===== src/rtl/spi_mem_ctrl_if.sv =====
// CPU-side word bus for spi_mem_ctrl: request strobe, address/data and ready/done handshake.
interface spi_mem_ctrl_if #(
    parameter int ADDR_W = 12
);
    logic              cs;
    logic              we;
    logic [ADDR_W-1:0] addr;
    logic [15:0]       din;
    logic [15:0]       dout;
    logic              ready;
    logic              done;

    modport master (output cs, we, addr, din, input dout, ready, done);
    modport slave  (input cs, we, addr, din, output dout, ready, done);
endinterface


===== src/rtl/spi_mem_ctrl.sv =====
// Word-access SPI memory controller: each 16-bit CPU access becomes one mode-0
// 40-bit frame {cmd, byte address, data} to a 23LC-style serial SRAM.
module spi_mem_ctrl #(
    parameter int ADDR_W  = 12,
    parameter int CLK_DIV = 2
) (
    input  logic           clk,
    input  logic           rst_n,
    spi_mem_ctrl_if.slave  bus,
    output logic           spi_cs_n,
    output logic           spi_sck,
    output logic           spi_mosi,
    input  logic           spi_miso
);
    localparam int DIV_W = $clog2(CLK_DIV) + 1;
    localparam logic [DIV_W-1:0] DIV_LAST = DIV_W'(CLK_DIV - 1);
    localparam logic [7:0] CMD_WRITE = 8'h02;
    localparam logic [7:0] CMD_READ  = 8'h03;

    typedef enum logic [1:0] {IDLE, SETUP, SHIFT, DONE} state_t;

    state_t           state;
    logic [39:0]      frame;
    logic [15:0]      rx;
    logic [5:0]       bit_cnt;
    logic [DIV_W-1:0] div_cnt;
    logic             is_read;
    logic [15:0]      dout_r;
    logic             ready_r;
    logic             done_r;
    logic             cs_n_r;
    logic             sck_r;
    logic [39:0]      req_frame;
    logic             div_end;

    always_comb begin
        req_frame = {bus.we ? CMD_WRITE : CMD_READ,
                     16'({bus.addr, 1'b0}),
                     bus.we ? bus.din : 16'h0000};
    end

    assign div_end = (div_cnt == DIV_LAST);

    // MOSI is the frame MSB; the frame drains to zero over 40 shifts, so MOSI
    // rests low once the transaction ends.
    assign spi_mosi  = frame[39];
    assign spi_cs_n  = cs_n_r;
    assign spi_sck   = sck_r;
    assign bus.dout  = dout_r;
    assign bus.ready = ready_r;
    assign bus.done  = done_r;

    always_ff @(posedge clk or negedge rst_n) begin
        if (!rst_n) begin
            state   <= IDLE;
            frame   <= '0;
            rx      <= '0;
            bit_cnt <= '0;
            div_cnt <= '0;
            is_read <= 1'b0;
            dout_r  <= '0;
            ready_r <= 1'b1;
            done_r  <= 1'b0;
            cs_n_r  <= 1'b1;
            sck_r   <= 1'b0;
        end else begin
            done_r <= 1'b0;
            case (state)
                IDLE: begin
                    if (bus.cs) begin
                        frame   <= req_frame;
                        is_read <= !bus.we;
                        ready_r <= 1'b0;
                        cs_n_r  <= 1'b0;
                        div_cnt <= '0;
                        bit_cnt <= 6'd39;
                        state   <= SETUP;
                    end
                end
                SETUP: begin
                    if (div_end) begin
                        div_cnt <= '0;
                        sck_r   <= 1'b1;
                        rx      <= {rx[14:0], spi_miso};
                        state   <= SHIFT;
                    end else begin
                        div_cnt <= div_cnt + 1'b1;
                    end
                end
                SHIFT: begin
                    if (!div_end) begin
                        div_cnt <= div_cnt + 1'b1;
                    end else begin
                        div_cnt <= '0;
                        if (sck_r) begin
                            sck_r <= 1'b0;
                            frame <= {frame[38:0], 1'b0};
                        end else if (bit_cnt == 6'd0) begin
                            // End of the low half of the last bit.
                            cs_n_r <= 1'b1;
                            done_r <= 1'b1;
                            if (is_read) dout_r <= rx;
                            state  <= DONE;
                        end else begin
                            bit_cnt <= bit_cnt - 6'd1;
                            sck_r   <= 1'b1;
                            rx      <= {rx[14:0], spi_miso};
                        end
                    end
                end
                DONE: begin
                    ready_r <= 1'b1;
                    state   <= IDLE;
                end
                default: state <= IDLE;
            endcase
        end
    end
endmodule


===== src/flat_wrapper.sv =====
// flat-port wrapper written by rule: the top's interface ports become plain ports
module spi_mem_ctrl_flat 
#(
    parameter int ADDR_W  = 12,
    parameter int CLK_DIV = 2
)
  (clk, rst_n, spi_cs_n, spi_sck, spi_mosi, spi_miso, bus_cs, bus_we, bus_addr, bus_din, bus_dout, bus_ready, bus_done);
  spi_mem_ctrl_if #(.ADDR_W(ADDR_W)) bus_i ();
  input  logic clk;
  input  logic rst_n;
  output logic spi_cs_n;
  output logic spi_sck;
  output logic spi_mosi;
  input  logic spi_miso;
  input wire logic [$bits(bus_i.cs)-1:0] bus_cs;
  input wire logic [$bits(bus_i.we)-1:0] bus_we;
  input wire logic [$bits(bus_i.addr)-1:0] bus_addr;
  input wire logic [$bits(bus_i.din)-1:0] bus_din;
  output wire logic [$bits(bus_i.dout)-1:0] bus_dout;
  output wire logic [$bits(bus_i.ready)-1:0] bus_ready;
  output wire logic [$bits(bus_i.done)-1:0] bus_done;
  assign bus_i.cs = bus_cs;
  assign bus_i.we = bus_we;
  assign bus_i.addr = bus_addr;
  assign bus_i.din = bus_din;
  assign bus_dout = bus_i.dout;
  assign bus_ready = bus_i.ready;
  assign bus_done = bus_i.done;
  spi_mem_ctrl #(.ADDR_W(ADDR_W), .CLK_DIV(CLK_DIV)) u_core (.clk(clk), .rst_n(rst_n), .bus(bus_i), .spi_cs_n(spi_cs_n), .spi_sck(spi_sck), .spi_mosi(spi_mosi), .spi_miso(spi_miso));
endmodule

===== config.mk =====
export PLATFORM = sky130hd
export DESIGN_NAME = spi_mem_ctrl_flat
export DESIGN_NICKNAME = d
export VERILOG_FILES = /design/src/rtl/spi_mem_ctrl_if.sv /design/src/rtl/spi_mem_ctrl.sv /design/src/flat_wrapper.sv
export SDC_FILE = /design/constraint.sdc
export NUM_CORES = 1
export LEC_CHECK = 0
export CORE_ASPECT_RATIO = 0.5
export CORE_UTILIZATION = 49
export CTS_CLUSTER_DIAMETER = 40
export DETAILED_ROUTE_END_ITERATION = 16
export PLACE_DENSITY = 0.83
export SYNTH_ARGS = -nofsm -noshare
export SYNTH_HDL_FRONTEND = slang
export SYNTH_SLANG_ARGS = --single-unit
export TNS_END_PERCENT = 50

===== constraint.sdc =====
create_clock -name clk -period 2 [get_ports clk]
set_clock_uncertainty 0.1 [all_clocks]
set_input_delay 0.6 -clock clk [delete_from_list [all_inputs] [get_ports clk]]
set_output_delay 0.6 -clock clk [all_outputs]
set_load 0.005 [all_outputs]

==> flow_summary.ini <==
[yosys]
ys_types = 45
synth_common_cells = 85 x dfrtp_1, 37 x nor2_1, 22 x mux2_2, 22 x nand2_1, 17 x o21ai_0
synth-xor-area-share_pct = 0
synth_seq_area_share_pct = 57.3
synthSimpleGateAreaFrac_pct = 9.89
synth_edf_count = 0
synth_seq_cells = 87
synth_top_family_by_area = multiplexers
ys_warn_count = 0
synth.top_cell.area_share_pct = 55.9
syn_area_mm2 = 0.00381
syn_inst = 314
avgSynthCellArea_um2 = 12.1
yosysMostFrequentCell = dfrtp_1
synth-compound-area-share_pct = 12.7
synthAdderAreaFrac_pct = 1.97
async_reset_ff_share_pct = 100
synthFlopType = dfrtp_1
synth.mux.area_fraction_pct = 14.7
syn-num-nets = 353
yosys-top-cells-area = dfrtp_1 56%, mux2_2 6.5%, mux2i_1 4.2%
yosys.area.top_type = dfrtp_1

[floorplan]
fp-row-count = 22
ioPinCount = 54
die-area_mm2 = 0.00815
fp.coreArea_mm2 = 0.00743
die_h_um = 64.3
fp.dieW_um = 127
start_util_pct = 51.2

[sta]
fin_hold_ws_ps = 97.2
setup_viol = 27
clock.fmax_mhz = 487
grt_setup_unrepaired = true
layout_setup_ws_ps = -51.3
hold_violations = 0
fin_crit_ps = 2050
worst_pin_slew_ps = 586
period_share_pct = 103
slew_headroom_pct = 60.9
drv_slew = 0

[worst_setup_path]
r2r_start = u_core.bit_cnt[0]$_DFFE_PN0P_
slowest_stage = or3_4
cp.required_ps = 2120
cp-start-kind = flop
end_kind = flop
worstPathArrival_ps = 2170
r2r-end = u_core.bus.dout[15]$_DFFE_PN0P_
slowest_delay_ps = 400
path_cells = inv_2, ha_1, nor3b_4, nand3_4, or3_4, buf_12, mux2_4
crit_fanout = 16
ff2ff_path_depth = 7
critPathKind = flop to flop
reg2reg_setup_slack_ps = -50

[place]
placed_cell_area_mm2 = 0.00465
portBuffers = 53
pre_cts_ws_ps = -157
place_hpwl_mm = 5.37
gp_congestion = 0.801

[global_routing]
antenna_found_initial = 0
grt_pass1_wl_mm = 13.7
gr-total-overflow = 0
grt_use_total_pct = 21.9
grt_max_degree = 33
grt_pass1_vias = 2792

[finish]
drive_gt1_share_pct = 24.8
diodes = 0
fin_area_mm2 = 0.00507
nets = 429
area_growth_pct = 33.1
fin_util_pct = 68.2

[clock_tree]
clk_latency_ps = 340
numCtsBuffers = 9
cts.sinks = 87
cts_root_buf = clkbuf_16
cts_buffer_depth = 2
cts.clk_slew.worst_paths_ps = 60
htree_levels = 3
cts_tree = built

[drt]
drt-initial-drc-count = 230
routedWlPerCell_um = 17.2
dr.pass1.iters = 5
route.detailed.drc = 0
via_count = 2748
ant_nets = 0
vias_per_cell = 5.60
finalWirelength_mm = 8.45

[outcome]
outcome = finished with violations
violations = negative setup slack

[pwr]
p_leak_nw = 2.29
p_per_area_mw_per_mm2 = 1570
ir_drop_uv = 828

[min_path]
worstHoldPathType = primary input to asynchronous set/reset pin

[flow_run]
max-cap-violations = 0
==> state kept, by name (all words and copies together) (netlist names) <==
register / count
u_core.frame: 40
u_core.spi_cs_n: 1
u_core.bus.done: 1
u_core.is_read: 1
u_core.spi_sck: 1
u_core.bus.dout: 16
u_core.div_cnt: 2
u_core.rx: 16
u_core.state: 2
u_core.bit_cnt: 6
u_core.bus.ready: 1
==> report_power, final <==
group | internal, mW | total [mW] | leakage (nW) | switching (mW)
combinational | 1.76 | 3.55 | 1.07 | 1.78
clock | 0.964 | 1.61 | 0.137 | 0.650
sequential | 2.41 | 2.81 | 1.08 | 0.395
total | 5.14 | 7.97 | 2.29 | 2.83
==> how the worst max path moves through the flow <==
stage                                   from                              end  slack, ps  cells past startpoint
6_report       u_core.bit_cnt[0]$_DFFE_PN0P_  u_core.bus.dout[15]$_DFFE_PN0P_        -50                      7
3_3_place_gp                          bus_cs      u_core.frame[6]$_DFFE_PN0P_        -80                      6
3_5_place_dp                          bus_cs     u_core.frame[11]$_DFFE_PN0P_       -160                      6
5_1_grt           u_core.spi_sck$_DFFE_PN0P_      u_core.state[1]$_DFFE_PN0P_        -90                      5
4_1_cts        u_core.bit_cnt[0]$_DFFE_PN0P_  u_core.bus.dout[11]$_DFFE_PN0P_        -40                      7
2_1_floorplan  u_core.bit_cnt[0]$_DFFE_PN0P_  u_core.bus.dout[10]$_DFFE_PN0P_       -170                      8
==> layer usage <==
layer	global-route usage, %	vias to the layer above	routed length (µm)
li1	-	1289	-
met5	0	-	0
met2	35.1	77	4180
met3	6.03	17	291
met4	6.78	0	138
met1	29.4	1365	3850
==> repair_timing <==
item,CTS,global route
resized for setup,6,13
hold buffers,0,0
setup buffers,2,2
gates cloned,0,1
pin swaps,0,1
setup endpoints to repair,20,66
==> worst max-delay path: cells and delay by family (launching register included) <==
family,cells,cell delay (ps)
simple gates,3,750
flops,1,390
fa+ha+maj,1,140
mux,1,300
buf+inv,2,240
==> area by class of cell <==
| class | count | area [µm²] |
|---|---|---|
| clock buffers | 12 | 236 |
| clock inverters | 4 | 47.5 |
| fillers | 499 | 2360 |
| inverters | 9 | 33.8 |
| multi-input cells | 199 | 1570 |
| flip-flops and latches | 87 | 2180 |
| well taps | 96 | 120 |
| repair buffers | 84 | 878 |
==> cells in the final DEF (no fill, tap or decap), drive strengths merged, types with 2 or more instances in the layout <==
cell type      count
buf               31
a21oi              7
dfstp              2
nand2             22
mux2i             16
dlygate4sd2        3
clkdlybuf4s50     49
nand4              3
ha                 6
a22o              10
clkbuf            13
nor2              38
dfrtp             85
nor3b              2
and4               2
clkinv             2
o221a              2
nor2b              3
a221oi            16
nand3              3
mux2              32
inv                9
o21ai             17
o211ai             2
nor3               2
a31oi              3
==> cells by family after synthesis <==
group	Yosys count
fa+ha+maj	6
simple gates	79
compound gates	66
flops	87
mux	48
buf+inv	28
==> through the flow <==
| stage | cells | setup TNS, ps | power, mW |
|---|---|---|---|
| final | 491 | -716 | 7.97 |
| after global routing | 491 | -2140 | 8.45 |
| after detailed placement | 471 | -5210 | 5.97 |
| after floorplan | 314 | -1650 | 4.87 |
| after CTS | 489 | -390 | 7.62 |
| after global placement | 471 | -2410 | 5.73 |
Note: power is estimated with default switching activity, not from simulation.
